### src/rtl/ssd1306_spi_rx.sv
// SSD1306-compatible SPI slave: synchronises the AVR SPI pins, frames bytes,
// decodes the addressing/display command subset and drives a framebuffer
// write port laid out as {page, col}.
module ssd1306_spi_rx #(
  parameter int unsigned SYNC_STAGES = 2,
  parameter int unsigned COLS        = 128,
  parameter int unsigned PAGES       = 8
) (
  input  logic       clk,
  input  logic       rst_n,
  input  logic       spi_scl,
  input  logic       spi_mosi,
  input  logic       spi_dc,
  output logic       fb_we,
  output logic [9:0] fb_addr,
  output logic [7:0] fb_wdata,
  output logic       frame_done,
  output logic       disp_on,
  output logic       invert,
  output logic [7:0] contrast
);

  typedef enum logic [1:0] {
    ST_CMD,
    ST_ARG1,
    ST_ARG2
  } state_e;

  // Input synchronisers and edge detect
  logic [SYNC_STAGES-1:0] scl_sync_q, mosi_sync_q, dc_sync_q;
  logic                   scl_prev_q;
  logic                   scl_s, mosi_s, dc_s, scl_rise;

  // Byte assembly
  logic [7:0] shift_q, shift_d;
  logic [2:0] bitcnt_q, bitcnt_d;
  logic       byte_valid_q, byte_valid_d;
  logic [7:0] byte_q, byte_d;
  logic       byte_dc_q, byte_dc_d;

  // Command FSM and decoded state
  state_e     state_q, state_d;
  logic [7:0] cmd_q, cmd_d;
  logic [1:0] mode_q, mode_d;
  logic [6:0] col_q, col_d, col_start_q, col_start_d, col_end_q, col_end_d;
  logic [2:0] page_q, page_d, page_start_q, page_start_d, page_end_q, page_end_d;
  logic       disp_on_q, disp_on_d, invert_q, invert_d;
  logic [7:0] contrast_q, contrast_d;

  // Write port
  logic       fb_we_q, fb_we_d, frame_done_q, frame_done_d;
  logic [9:0] fb_addr_q, fb_addr_d;
  logic [7:0] fb_wdata_q, fb_wdata_d;

  logic       col_last, page_last;
  logic [6:0] col_inc;
  logic [2:0] page_inc;

  assign scl_s    = scl_sync_q[SYNC_STAGES-1];
  assign mosi_s   = mosi_sync_q[SYNC_STAGES-1];
  assign dc_s     = dc_sync_q[SYNC_STAGES-1];
  assign scl_rise = scl_s & ~scl_prev_q;

  assign col_last  = (col_q == col_end_q);
  assign page_last = (page_q == page_end_q);
  assign col_inc   = col_q + 7'd1;
  assign page_inc  = page_q + 3'd1;

  // Commands that consume exactly one or two following argument bytes
  function automatic logic takes_arg(input logic [7:0] b);
    case (b)
      8'h20, 8'h21, 8'h22, 8'h81,
      8'hA8, 8'hD3, 8'hD5, 8'hD9, 8'hDA, 8'hDB, 8'h8D: takes_arg = 1'b1;
      default:                                          takes_arg = 1'b0;
    endcase
  endfunction

  // Pin synchronisers plus delayed scl for rising-edge detection
  always_ff @(posedge clk or negedge rst_n) begin
    if (!rst_n) begin
      scl_sync_q  <= '0;
      mosi_sync_q <= '0;
      dc_sync_q   <= '0;
      scl_prev_q  <= 1'b0;
    end else begin
      scl_sync_q  <= {scl_sync_q[SYNC_STAGES-2:0], spi_scl};
      mosi_sync_q <= {mosi_sync_q[SYNC_STAGES-2:0], spi_mosi};
      dc_sync_q   <= {dc_sync_q[SYNC_STAGES-2:0], spi_dc};
      scl_prev_q  <= scl_s;
    end
  end

  // Shift bits in MSB first; the 8th edge publishes the byte and its dc
  always_comb begin
    shift_d      = shift_q;
    bitcnt_d     = bitcnt_q;
    byte_valid_d = 1'b0;
    byte_d       = byte_q;
    byte_dc_d    = byte_dc_q;
    if (scl_rise) begin
      shift_d  = {shift_q[6:0], mosi_s};
      bitcnt_d = bitcnt_q + 3'd1;
      if (bitcnt_q == 3'd7) begin
        byte_valid_d = 1'b1;
        byte_d       = {shift_q[6:0], mosi_s};
        byte_dc_d    = dc_s;
      end
    end
  end

  // Byte assembly registers
  always_ff @(posedge clk or negedge rst_n) begin
    if (!rst_n) begin
      shift_q      <= '0;
      bitcnt_q     <= '0;
      byte_valid_q <= 1'b0;
      byte_q       <= '0;
      byte_dc_q    <= 1'b0;
    end else begin
      shift_q      <= shift_d;
      bitcnt_q     <= bitcnt_d;
      byte_valid_q <= byte_valid_d;
      byte_q       <= byte_d;
      byte_dc_q    <= byte_dc_d;
    end
  end

  // Command FSM next state; a data byte always returns to CMD
  always_comb begin
    state_d = state_q;
    if (byte_valid_q) begin
      if (byte_dc_q) begin
        state_d = ST_CMD;
      end else begin
        case (state_q)
          ST_CMD:  state_d = takes_arg(byte_q) ? ST_ARG1 : ST_CMD;
          ST_ARG1: state_d = (cmd_q == 8'h21 || cmd_q == 8'h22) ? ST_ARG2 : ST_CMD;
          default: state_d = ST_CMD;
        endcase
      end
    end
  end

  // FSM state register
  always_ff @(posedge clk or negedge rst_n) begin
    if (!rst_n) state_q <= ST_CMD;
    else        state_q <= state_d;
  end

  // Command decode, data write generation and address advance
  always_comb begin
    cmd_d        = cmd_q;
    mode_d       = mode_q;
    col_d        = col_q;
    col_start_d  = col_start_q;
    col_end_d    = col_end_q;
    page_d       = page_q;
    page_start_d = page_start_q;
    page_end_d   = page_end_q;
    disp_on_d    = disp_on_q;
    invert_d     = invert_q;
    contrast_d   = contrast_q;
    fb_we_d      = 1'b0;
    frame_done_d = 1'b0;
    fb_addr_d    = fb_addr_q;
    fb_wdata_d   = fb_wdata_q;
    if (byte_valid_q) begin
      if (byte_dc_q) begin
        fb_we_d      = 1'b1;
        fb_addr_d    = {page_q, col_q};
        fb_wdata_d   = byte_q;
        frame_done_d = ~mode_q[1] & col_last & page_last;
        case (mode_q)
          2'd0: begin
            if (col_last) begin
              col_d  = col_start_q;
              page_d = page_last ? page_start_q : page_inc;
            end else begin
              col_d = col_inc;
            end
          end
          2'd1: begin
            if (page_last) begin
              page_d = page_start_q;
              col_d  = col_last ? col_start_q : col_inc;
            end else begin
              page_d = page_inc;
            end
          end
          default: col_d = col_last ? col_start_q : col_inc;
        endcase
      end else begin
        case (state_q)
          ST_CMD: begin
            cmd_d = byte_q;
            if (byte_q[7:4] == 4'h0)          col_d[3:0] = byte_q[3:0];
            else if (byte_q[7:3] == 5'b00010) col_d[6:4] = byte_q[2:0];
            else if (byte_q[7:3] == 5'b10110) page_d     = byte_q[2:0];
            case (byte_q)
              8'hAE:   disp_on_d = 1'b0;
              8'hAF:   disp_on_d = 1'b1;
              8'hA6:   invert_d  = 1'b0;
              8'hA7:   invert_d  = 1'b1;
              default: ;
            endcase
          end
          ST_ARG1: begin
            case (cmd_q)
              8'h20:   mode_d       = byte_q[1:0];
              8'h21:   col_start_d  = byte_q[6:0];
              8'h22:   page_start_d = byte_q[2:0];
              8'h81:   contrast_d   = byte_q;
              default: ;
            endcase
          end
          default: begin
            if (cmd_q == 8'h21) begin
              col_end_d = byte_q[6:0];
              col_d     = col_start_q;
            end else if (cmd_q == 8'h22) begin
              page_end_d = byte_q[2:0];
              page_d     = page_start_q;
            end
          end
        endcase
      end
    end
  end

  // Decoded state and write port registers
  always_ff @(posedge clk or negedge rst_n) begin
    if (!rst_n) begin
      cmd_q        <= '0;
      mode_q       <= 2'd2;
      col_q        <= '0;
      col_start_q  <= '0;
      col_end_q    <= 7'(COLS - 1);
      page_q       <= '0;
      page_start_q <= '0;
      page_end_q   <= 3'(PAGES - 1);
      disp_on_q    <= 1'b0;
      invert_q     <= 1'b0;
      contrast_q   <= 8'h7F;
      fb_we_q      <= 1'b0;
      frame_done_q <= 1'b0;
      fb_addr_q    <= '0;
      fb_wdata_q   <= '0;
    end else begin
      cmd_q        <= cmd_d;
      mode_q       <= mode_d;
      col_q        <= col_d;
      col_start_q  <= col_start_d;
      col_end_q    <= col_end_d;
      page_q       <= page_d;
      page_start_q <= page_start_d;
      page_end_q   <= page_end_d;
      disp_on_q    <= disp_on_d;
      invert_q     <= invert_d;
      contrast_q   <= contrast_d;
      fb_we_q      <= fb_we_d;
      frame_done_q <= frame_done_d;
      fb_addr_q    <= fb_addr_d;
      fb_wdata_q   <= fb_wdata_d;
    end
  end

  assign fb_we      = fb_we_q;
  assign fb_addr    = fb_addr_q;
  assign fb_wdata   = fb_wdata_q;
  assign frame_done = frame_done_q;
  assign disp_on    = disp_on_q;
  assign invert     = invert_q;
  assign contrast   = contrast_q;

endmodule

### config.mk
export PLATFORM = sky130hd
export DESIGN_NAME = ssd1306_spi_rx
export DESIGN_NICKNAME = d
export VERILOG_FILES = /design/src/rtl/ssd1306_spi_rx.sv
export SDC_FILE = /design/constraint.sdc
export NUM_CORES = 1
export LEC_CHECK = 0
export ABC_AREA = 1
export BUFFER_PORTS_ARGS = -buffer_cell sky130_fd_sc_hd__buf_4
export CORE_MARGIN = 3
export CORE_UTILIZATION = 40
export DETAILED_ROUTE_END_ITERATION = 10
export PLACE_DENSITY = 0.64
export SYNTH_ARGS = -nofsm -noshare
export SYNTH_HDL_FRONTEND = slang
export SYNTH_SLANG_ARGS = --single-unit
### constraint.sdc
create_clock -name clk -period 1.9 [get_ports clk]
set_input_delay 0.285 -clock clk [delete_from_list [all_inputs] [get_ports clk]]
set_output_delay 0.285 -clock clk [all_outputs]
set_load 0.005 [all_outputs]
==> out/results.ini, run 1 <==
[global_routing]
grt_max_degree = 57
grt.total_usage = 0.1686
gr-total-overflow = 0
antenna_found_initial = 0
grt_pass1_vias = 3532
grt_pass1_wl_um = 16970

[clocking]
cts-root-buf = clkbuf_16
clkSlewWorstSetupHoldPaths_ns = 0.07
clock_latency_ns = 0.34
clock_sinks = 99
cts_buffers = 9
cts_tree = done
cts_buffer_depth = 2
cts_resized = 0
htree_levels = 3

[sta]
setup_ws_ns = 0.2436
slew_headroom = 0.6815
slew_viol_final = 0
timing.hold.ws_ns = 0.05712
skew_ns = 0.007585
setup_viol_count_final = 0
hold_violations = 0
setup_tns_ns = 0
rsz0062_at_grt = no
fmax_mhz = 603.7
fin_crit_sh = 0.8718
min_period_ns = 1.656
worst_pin_slew_ns = 0.4766

[layout]
syn_to_final_growth_pct = 17.73
drive_gt1_frac = 0.1831
fin_nets = 594
antenna_cells = 0
postLayoutCoreUtil = 0.4901

[critical_path]
arrival_ns = 1.88
critPathMaxFanout = 6
crit_path_max_incr_delay_ns = 0.44
rr_endpoint = col_q[5]$_DFFE_PN0P_
crit_family = simple AND/OR/NAND/NOR gates
cp-start-kind = flip-flop
timing.rr.start = page_q[0]$_DFFE_PN0P_
required_ns = 2.12
path_common_cell = nand3_2
path_class = reg -> reg
cp-end-kind = flip-flop
r2r_setup_slack_ns = 0.24
crit_buf_inv = 0
cp_slowest_cell = dfrtp_1
worstPathCellList = xnor2_1, nand3_2, nand2_2, nand3_2, nor2_1, a21oi_2
rr_worst_depth = 6

[detailed_routing]
first_iter_violations = 303
drtPass1Iterations = 4
wl_per_cell_um = 13.88
viasPerCell = 4.907
antenna_left = 0
vias = 3582
route.detailed.drc = 0
wirelength_um = 10130

[floorplanning]
dieArea_um2 = 12750
start_util = 0.4163
num_rows = 38
die_h_um = 112.9
io_pins = 35
coreArea_um2 = 10980
die_w_um = 112.9

[power_and_ir_drop]
p_leak_nw = 2.594
total_power_mw = 6.457
p_per_area_nw_per_um2 = 1200
power_frac_clock = 0.307
p_int_mw = 4.216
ir_worst_vdd_uv = 677.5
power.net_switching_mw = 2.241
pwr-share-seq = 0.408
switching_share = 0.3471
p_comb_frac = 0.285

[yosys]
synth_common_cells = 157 x nand2_1, 81 x dfrtp_1, 67 x inv_1, 58 x o21ai_0, 34 x nand3_1
yosys-top-cells-area = dfrtp_1 44%, nand2_1 13%, dfstp_2 10%
synth_seq_cells = 99
synthCells = 540
synth_area_leader_cell = dfrtp_1
synth_area_um2 = 4572
synthArstFlopShare = 1.000
synth_nets = 549
synth_top_area_frac = 0.4433
yosysWarnings = 0
yosysSeqAreaShare = 0.5468
synth_ff_type = dfrtp_1
yosysMostFrequentCell = nand2_1
synth-edff-count = 0
avgSynthCellArea_um2 = 8.466
yosysUniqueCellTypes = 31

[min_path]
hold_depth = 1
min_to = dc_sync_q[0]$_DFF_PN0_
hp-start = spi_dc
min_path_type = in -> reg

[flow_run]
cap_violations = 0

[place]
place.gp.congestion = 0.9025
dp_hpwl_um = 7327
io_buffers = 34
dp_slack_ns = 0.2741

[outcome]
status = finished, final reports clean

[how the worst max path moves through the flow]
stage	slack [ns]	depth (start not counted)	endpoint	startpoint
finish	0.24	6	col_q[5]$_DFFE_PN0P_	page_q[0]$_DFFE_PN0P_
global route	0.12	6	col_q[5]$_DFFE_PN0P_	page_q[0]$_DFFE_PN0P_
CTS	0.25	6	col_q[5]$_DFFE_PN0P_	page_q[0]$_DFFE_PN0P_
detailed placement	0.27	6	col_q[5]$_DFFE_PN0P_	page_q[0]$_DFFE_PN0P_
global placement	0.34	8	page_q[1]$_DFFE_PN0P_	col_end_q[2]$_DFFE_PN1P_
floorplan	0.48	8	page_q[0]$_DFFE_PN0P_	col_end_q[2]$_DFFE_PN1P_
[sequential cells by signal, indices dropped and copies added (netlist names), 7 cells and up]
name and flops:
byte_q 8, cmd_q 8, col_end_q 7, col_q 7, col_start_q 7, contrast 8
fb_addr 10, fb_wdata 8, shift_q 7
[placed cells by master, fill, tap and decap left out, types with 2 or more instances in the layout]
cell / Yosys / final
nand2_1: 157 / 157
dfrtp_1: 81 / 81
inv_1: 67 / 67
o21ai_0: 58 / 58
buf_4: 0 / 44
nand3_1: 34 / 34
nor2_1: 26 / 26
dfstp_2: 18 / 18
o21ai_1: 16 / 16
clkbuf_16: 0 / 9
a21oi_2: 8 / 8
a21oi_1: 8 / 8
xnor2_1: 7 / 7
inv_2: 7 / 7
nand4_1: 6 / 6
nor3_1: 4 / 4
nand2_2: 4 / 4
xor2_1: 4 / 4
ha_1: 4 / 4
nor2_2: 3 / 3
nor2_4: 3 / 3
o22ai_1: 3 / 3
nand3_2: 2 / 2
o211ai_1: 2 / 2
bufinv_16: 0 / 2
clkbuf_8: 0 / 2
[metal layers]
metal / vias to the layer above / routed length (um) / global-route usage
li1: 1810 / - / -
met1: 1674 / 4546 / 0.2119
met2: 82 / 4870 / 0.2792
met3: 16 / 487 / 0.04759
met4: 0 / 225 / 0.06010
met5: - / 0 / 0
[per-stage QoR]
stage / instance area (um^2) / cells
5_1_grt: 5383 / 730
2_1_floorplan: 4572 / 540
4_1_cts: 5383 / 730
6_report: 5383 / 730
3_5_place_dp: 5042 / 713
3_3_place_gp: 5042 / 713
[area by class of cell]
| class | instances | area [um^2] |
|---|---|---|
| fillers | 1048 | 5600 |
| repair buffers | 46 | 360.3 |
| flip-flops and latches | 99 | 2500 |
| inverters | 74 | 277.8 |
| multi-input cells | 355 | 1739 |
| well taps | 140 | 175.2 |
| clock inverters | 4 | 73.82 |
| clock buffers | 12 | 256.5 |
[what timing repair did]
item	in CTS	in global routing
endpoints found under the hold margin	11	0
setup buffers	0	0
hold buffers	1	0
setup endpoints to repair	0	0
[power by group through the flow]
stage	Combinational [mW]	Sequential (mW)	Clock, mW
2_1_floorplan	1.33	2.58	0
3_3_place_gp	1.79	2.66	0
3_5_place_dp	1.83	2.67	0
4_1_cts	1.85	2.63	2.04
5_1_grt	2.10	2.67	2.13
6_report	1.84	2.63	1.98
[logic make-up after synthesis]
family                     count (synthesis)  share of synthesized area
and+or+nand+nor                          243                     0.2307
DFF                                       99                     0.5468
AOI/OAI and AO/OA                         96                     0.1141
buffers and inverters                     86                    0.07280
xor gates and xnor gates                  12                    0.02463
adders and majority gates                  4                    0.01095
No activity file was read; power rests on OpenSTA's default activity.
==> run 2: changes to the inputs <==
--- a/config.mk
+++ b/config.mk
@@ -7,7 +7,6 @@
 export LEC_CHECK = 0
 export ABC_AREA = 1
 export BUFFER_PORTS_ARGS = -buffer_cell sky130_fd_sc_hd__buf_4
-export CORE_MARGIN = 3
 export CORE_UTILIZATION = 40
 export DETAILED_ROUTE_END_ITERATION = 10
 export PLACE_DENSITY = 0.64
==> out/results.ini, run 2 (synthesis results as in run 1) <==
[layout]
fillers = 1047  ; -0.095%
antenna_cells = 0  ; unchanged
syn_to_final_growth_pct = 16.80
fin_nets = 595  ; +0.17%
largest_reg_flops = 10  ; unchanged
layout_common_cells = 157 x nand2_1, 81 x dfrtp_1, 67 x inv_1
drive_gt1_frac = 0.1827  ; -0.0003097
layout_commonest_cell = nand2_1
stdcell_count = 731  ; +0.14%

[sta]
min_period_ns = 1.616  ; -0.04077 ns
slew_viol_final = 0  ; unchanged
fin_crit_sh = 0.8503  ; -0.02146
worst_pin_slew_ns = 0.5483  ; +0.07175 ns
slew_headroom = 0.6344  ; -0.04706
setup_tns_ns = 0  ; unchanged
rsz0062_at_grt = no
skew_ns = 0.008349  ; +0.0007634 ns
fmax_mhz = 619.0  ; +2.5%
hold_violations = 0  ; unchanged
setup_viol_count_final = 0  ; unchanged

[critical_path]
required_ns = 2.14  ; +0.02 ns
cp-start-kind = flip-flop
crit_start = page_q[0]$_DFFE_PN0P_
critPathMaxFanout = 6  ; unchanged
arrival_ns = 1.86  ; -0.02 ns
path_class = reg -> reg
timing.rr.start = page_q[0]$_DFFE_PN0P_
cp-end-kind = flip-flop

[floorplanning]
die_w_um = 108.9  ; -3.5%
dieArea_um2 = 11860  ; -7.0%
coreArea_um2 = 10980  ; unchanged
start_util = 0.4163  ; unchanged
die_h_um = 108.9  ; -3.5%
io_pins = 35  ; unchanged
num_rows = 38  ; unchanged

[power_and_ir_drop]
ir_worst_vdd_uv = 632.3  ; -6.7%
p_per_area_nw_per_um2 = 1164  ; -3.0%
p_leak_nw = 2.570  ; -0.95%

[place]
io_buffers = 34  ; unchanged
dp_cells = 714  ; +0.14%
place.gp.congestion = 0.9183  ; +1.8%
dp_hpwl_um = 7435  ; +1.5%

[clocking]
cts_tree = done
clkSlewWorstSetupHoldPaths_ns = 0.07  ; about the same
cts_buffers = 9  ; unchanged
clock_sinks = 99  ; unchanged
cts_buffer_depth = 2  ; unchanged
htree_levels = 3  ; unchanged
clock_latency_ns = 0.35  ; about the same
cts_resized = 0  ; unchanged
cts-root-buf = clkbuf_16

[global_routing]
grt_max_degree = 42  ; -26%
gr-total-overflow = 0  ; unchanged
grt_pass1_vias = 3657  ; +3.5%
antenna_found_initial = 0  ; unchanged
grt.total_usage = 0.1949  ; +0.02631
grt_pass1_wl_um = 17410  ; +2.6%

[detailed_routing]
antenna_left = 0  ; unchanged
viasPerCell = 4.963  ; +1.1%
vias = 3628  ; +1.3%
first_iter_violations = 239  ; -21%
route.detailed.drc = 0  ; unchanged
wl_per_cell_um = 14.09  ; +1.6%
drtPass1Iterations = 5  ; +1
wirelength_um = 10300  ; +1.7%

[min_path]
hp-start = spi_scl
min_path_type = in -> reg

[flow_run]
cap_violations = 0  ; unchanged

[outcome]
status = finished, final reports clean

## run 2: cell count changes in the layout (fill, tap and decap cells not counted)
| cell | before | now |
|---|---|---|
| buf_4 | 44 | 45 |
| bufinv_16 | 2 | 0 |
| clkbuf_1 | 1 | 2 |
| clkbuf_8 | 2 | 1 |
| clkinv_2 | 1 | 0 |
| clkinv_4 | 1 | 2 |
| clkinvlp_4 | 0 | 1 |
| inv_6 | 0 | 1 |
## run 2: per-layer routing
metal / up-vias / global-route usage / part of all wire
met5: - / 0 / 0
met4: 0 / 0.08687 / 0.022
met3: 22 / 0.04662 / 0.061
met2: 93 / 0.3243 / 0.48
met1: 1706 / 0.2395 / 0.44
li1: 1807 / - / -
## run 2: timing repair
action                    in CTS  in global routing
setup buffers                  0                  0
hold buffers                   1                  0
hold endpoints to repair      27                  0
## run 2: path summary, 6_finish.rpt
kind | end | slack (ns) | cells past startpoint
setup / recovery | col_q[4]$_DFFE_PN0P_ | 0.28 | 6
hold / removal | scl_sync_q[0]$_DFF_PN0_ | 0.04 | 1
setup reg to reg | col_q[4]$_DFFE_PN0P_ | 0.28 | 6
hold reg to reg | dc_sync_q[1]$_DFF_PN0_ | 0.35 | 0
max in group asynchronous | disp_on$_DFFE_PN0P_ | 0.73 | 3
min in group asynchronous | fb_wdata[3]$_DFFE_PN0P_ | 0.45 | 2
## run 2: stage by stage
stage	util	hold WS [ns]	cell area, um^2	setup WS, ns	power (mW)
floorplan	-	-0.01059	4572	0.4784	3.909
global placement	0.4598	0.3102	5050	0.3705	4.468
detailed placement	0.4598	0.3147	5050	0.3056	4.506
CTS	0.4862	0.02859	5340	0.2925	6.248
global route	0.4862	0.01945	5340	0.06904	6.663
finish	0.4862	0.03593	5340	0.2844	6.217
## run 2: layout make-up
cell class                      count  area (um^2)  share of cell area
Inverter                           74        277.8             0.05201
Tap cell                          140        175.2             0.03280
Sequential cell                    99         2500              0.4681
Timing Repair Buffer               47        367.9             0.06888
Clock inverter                      4        33.78            0.006326
Clock buffer                       12        246.5             0.04616
Multi-Input combinational cell    355         1739              0.3257
## run 2: power breakdown
part	switching, mW	internal, mW	leakage [nW]
registers	0.279	2.37	1.28
clock network	0.797	0.934	0.133
logic	1.22	0.623	1.16
total	2.29	3.92	2.57
## run 2: worst max-delay path: stages, from the launching register on
cell     delay (ns)
dfrtp_1        0.44
xnor2_1        0.35
nand3_2        0.19
nand2_2        0.14
nand3_2        0.16
nor2_1         0.16
a21oi_2        0.06
==> run 3: changes to the inputs <==
==> config.mk (replaced) <==
export PLATFORM = sky130hd
export DESIGN_NAME = ssd1306_spi_rx
export DESIGN_NICKNAME = d
export VERILOG_FILES = /design/src/rtl/ssd1306_spi_rx.sv
export SDC_FILE = /design/constraint.sdc
export NUM_CORES = 1
export LEC_CHECK = 0
export CORE_UTILIZATION = 40
export DETAILED_ROUTE_END_ITERATION = 10
export DONT_BUFFER_PORTS = 1
export PLACE_DENSITY = 0.61
export SYNTH_ARGS = -nofsm -noshare
export SYNTH_HDL_FRONTEND = slang
export SYNTH_SLANG_ARGS = --single-unit
==> out/results.ini, run 3 <==
[critical_path]
cp-start-kind = flip-flop
rr_endpoint = page_q[0]$_DFFE_PN0P_
rr_worst_depth = 5  ; -1
path_class = reg -> reg
timing.rr.start = col_end_q[6]$_DFFE_PN1P_
required_ns = 2.13  ; about the same
cp_slowest_cell = dfstp_2
cp-end-kind = flip-flop
worstPathCellList = xor2_1, nor4_4, nand3_2, a311oi_4, mux2_2
arrival_ns = 2.24  ; +0.38 ns
critPathMaxFanout = 3  ; -3
r2r_setup_slack_ns = -0.11  ; -0.40 ns
crit_path_max_incr_delay_ns = 0.54  ; +0.10 ns

[flow_run]
cap_violations = 0  ; unchanged

[clocking]
cts_buffers = 9  ; unchanged
clock_sinks = 99  ; unchanged
holdBufCountCts = 3  ; +2
cts_buffer_depth = 2  ; unchanged
htree_levels = 3  ; unchanged
cts-root-buf = clkbuf_16
clock_latency_ns = 0.35  ; about the same
clkSlewWorstSetupHoldPaths_ns = 0.07  ; about the same
cts_tree = done

[yosys]
yosysWarnings = 0  ; unchanged
synth_area_um2 = 4518  ; -1.2%
synth_top_area_frac = 0.4486  ; +0.005279
synth_ff_type = dfrtp_1
yosysUniqueCellTypes = 47  ; +52%
synth_area_leader_cell = dfrtp_1
avgSynthCellArea_um2 = 12.73  ; +50%
synthArstFlopShare = 1.000  ; unchanged
synth_nets = 364  ; -34%
synth-edff-count = 0  ; unchanged
yosys-top-cells-area = dfrtp_1 45%, mux2_2 19%, dfstp_2 10%
synth_common_cells = 81 x dfrtp_1, 75 x mux2_2, 18 x dfstp_2, 18 x nand2_1
synth_seq_cells = 99  ; unchanged
yosysMostFrequentCell = dfrtp_1
yosysSeqAreaShare = 0.5533  ; +0.006511
synthCells = 355  ; -34%

[global_routing]
grt_pass1_wl_um = 16250  ; -6.7%
grt.total_usage = 0.1856  ; -0.009361
antenna_found_initial = 0  ; unchanged
grt_max_degree = 100  ; +140%
gr-total-overflow = 0  ; unchanged
grt_pass1_vias = 3122  ; -15%

[power_and_ir_drop]
switching_share = 0.3465  ; -0.02265
p_comb_frac = 0.369  ; +0.073
p_leak_nw = 2.525  ; -1.7%
p_int_mw = 4.867  ; +24%
pwr-share-seq = 0.382  ; -0.043
power.net_switching_mw = 2.580  ; +12%
p_per_area_nw_per_um2 = 1376  ; +18%
power_frac_clock = 0.248  ; -0.030
ir_worst_vdd_uv = 791.3  ; +25%

[detailed_routing]
vias = 2982  ; -18%
drtPass1Iterations = 4  ; -1
wl_per_cell_um = 18.12  ; +29%
antenna_left = 0  ; unchanged
route.detailed.drc = 0  ; unchanged
viasPerCell = 5.472  ; +10%
wirelength_um = 9874  ; -4.2%
first_iter_violations = 107  ; -55%

[layout]
syn_to_final_growth_pct = 19.80
antenna_cells = 0  ; unchanged
largest_reg_flops = 10  ; unchanged
finalInstanceArea_um2 = 5413  ; +1.4%
stdcell_count = 545  ; -25%
drive_gt1_frac = 0.4296  ; +0.2469
layout_common_cells = 81 x dfrtp_1, 75 x mux2_2, 49 x buf_4
fin_nets = 409  ; -31%
postLayoutCoreUtil = 0.4950  ; +0.008750
layout_commonest_cell = dfrtp_1

[sta]
worst_pin_slew_ns = 0.5588  ; +0.01050 ns
slew_viol_final = 0  ; unchanged
setup_viol_count_final = 6  ; +6
setup_ws_ns = -0.1106  ; -0.3950 ns
hold_violations = 99  ; +99
rsz0062_at_grt = yes
timing.hold.ws_ns = -0.3645  ; -0.4004 ns
slew_headroom = 0.6266  ; -0.007805
min_period_ns = 2.011  ; +0.3950 ns
fmax_mhz = 497.4  ; -20%
skew_ns = 0.005063  ; -0.003286 ns
fin_crit_sh = 1.058  ; +0.2079

[place]
place.gp.congestion = 0.8396  ; -8.6%
dp_cells = 522  ; -27%
io_buffers = 0  ; -100%
dp_slack_ns = -0.1299  ; -0.4355 ns
placed_cell_area_um2 = 4966  ; -1.7%
dp_hpwl_um = 6612  ; -11%

[floorplanning]
dieArea_um2 = 11720  ; -1.2%
die_h_um = 108.3  ; -0.58%
start_util = 0.4132  ; -0.003110
coreArea_um2 = 10940  ; -0.43%
io_pins = 35  ; unchanged
num_rows = 38  ; unchanged
die_w_um = 108.3  ; -0.58%

[outcome]
violations = hold timing, setup timing
status = complete, but fails checks

[min_path]
min_path_type = in -> async

run 3: cell count changes after synthesis, moves of 7 or more:
cell / previous run / this run
nand2_1: 157 / 18
o21ai_0: 58 / 14
a21oi_2: 8 / 1
o21ai_1: 16 / 0
mux2i_1: 0 / 10
inv_2: 7 / 0
inv_1: 67 / 7
nor2_1: 26 / 14
xor2_1: 4 / 11
mux2_2: 0 / 75
nand3_1: 34 / 9
run 3: how the worst max path moves through the flow:
stage	slack [ns]	endpoint	start
6_report	-0.11	page_q[0]$_DFFE_PN0P_	col_end_q[6]$_DFFE_PN1P_
5_1_grt	-0.20	page_q[2]$_DFFE_PN0P_	col_end_q[6]$_DFFE_PN1P_
4_1_cts	-0.11	page_q[0]$_DFFE_PN0P_	col_end_q[6]$_DFFE_PN1P_
3_5_place_dp	-0.13	page_q[0]$_DFFE_PN0P_	col_end_q[6]$_DFFE_PN1P_
3_3_place_gp	-0.04	page_q[2]$_DFFE_PN0P_	col_end_q[6]$_DFFE_PN1P_
2_1_floorplan	-0.07	page_q[0]$_DFFE_PN0P_	col_end_q[6]$_DFFE_PN1P_
run 3: final cells by class:
class | instances | area [um^2]
clock inverter | 5 | 63.81
fill | 985 | 5523
inverter | 7 | 26.28
multi-input combinational | 231 | 2017
sequential | 99 | 2500
timing repair buffer | 52 | 397.9
tap | 140 | 175.2
clock buffer | 11 | 232.7
run 3: cell families after synthesis:
| group | count (synthesis) | synth area share |
|---|---|---|
| buffers and inverters | 25 | 0.02160 |
| AND/OR/NAND/NOR | 78 | 0.1039 |
| flip-flops | 99 | 0.5533 |
| XOR/XNOR | 19 | 0.03683 |
| AO/OA/AOI/OAI | 45 | 0.06425 |
| adder cells (fa/ha/maj) | 4 | 0.01108 |
| multiplexers | 85 | 0.2091 |
run 3: power groups by stage:
stage | logic (mW) | registers, mW | clock network, mW
final | 2.75 | 2.85 | 1.85
after CTS | 2.66 | 2.85 | 1.90
after global placement | 2.55 | 2.86 | 0
after global routing | 3.00 | 2.90 | 1.98
after floorplan | 1.61 | 2.78 | 0
after detailed placement | 2.58 | 2.88 | 0
run 3: routing by layer:
layer,vias to the layer above,part of all wire,global-route usage
met5,-,0,0
met4,0,0.014,0.07336
met3,11,0.047,0.04581
met2,66,0.48,0.2998
met1,1533,0.46,0.2393
li1,1372,-,-
run 3: stage by stage:
stage               hold WS [ns]  TNS [ns]  power [mW]
finish                   -0.3645   -0.4083       7.447
global placement       -0.006127   -0.1460       5.414
floorplan               -0.01059   -0.2112       4.398
detailed placement     -0.008745   -0.4938       5.463
CTS                      -0.3855   -0.4166       7.416
global route             -0.3842    -1.001       7.883
run 3: what timing repair did:
item / 4_1_cts / 5_1_grt
cloned: 0 / 0
setup buffers: 2 / 2
gates resized for setup: 7 / 10
pin swaps: 9 / 3
endpoints found under the hold margin: 102 / 99
setup endpoints to repair: 7 / 11
run 3: worst max-delay path, delay by kind of cell (launching register included):
| kind | cells | cell delay, ns |
|---|---|---|
| simple gates | 2 | 0.51 |
| mux | 1 | 0.38 |
| xor+xnor | 1 | 0.10 |
| flops | 1 | 0.54 |
| compound gates | 1 | 0.35 |
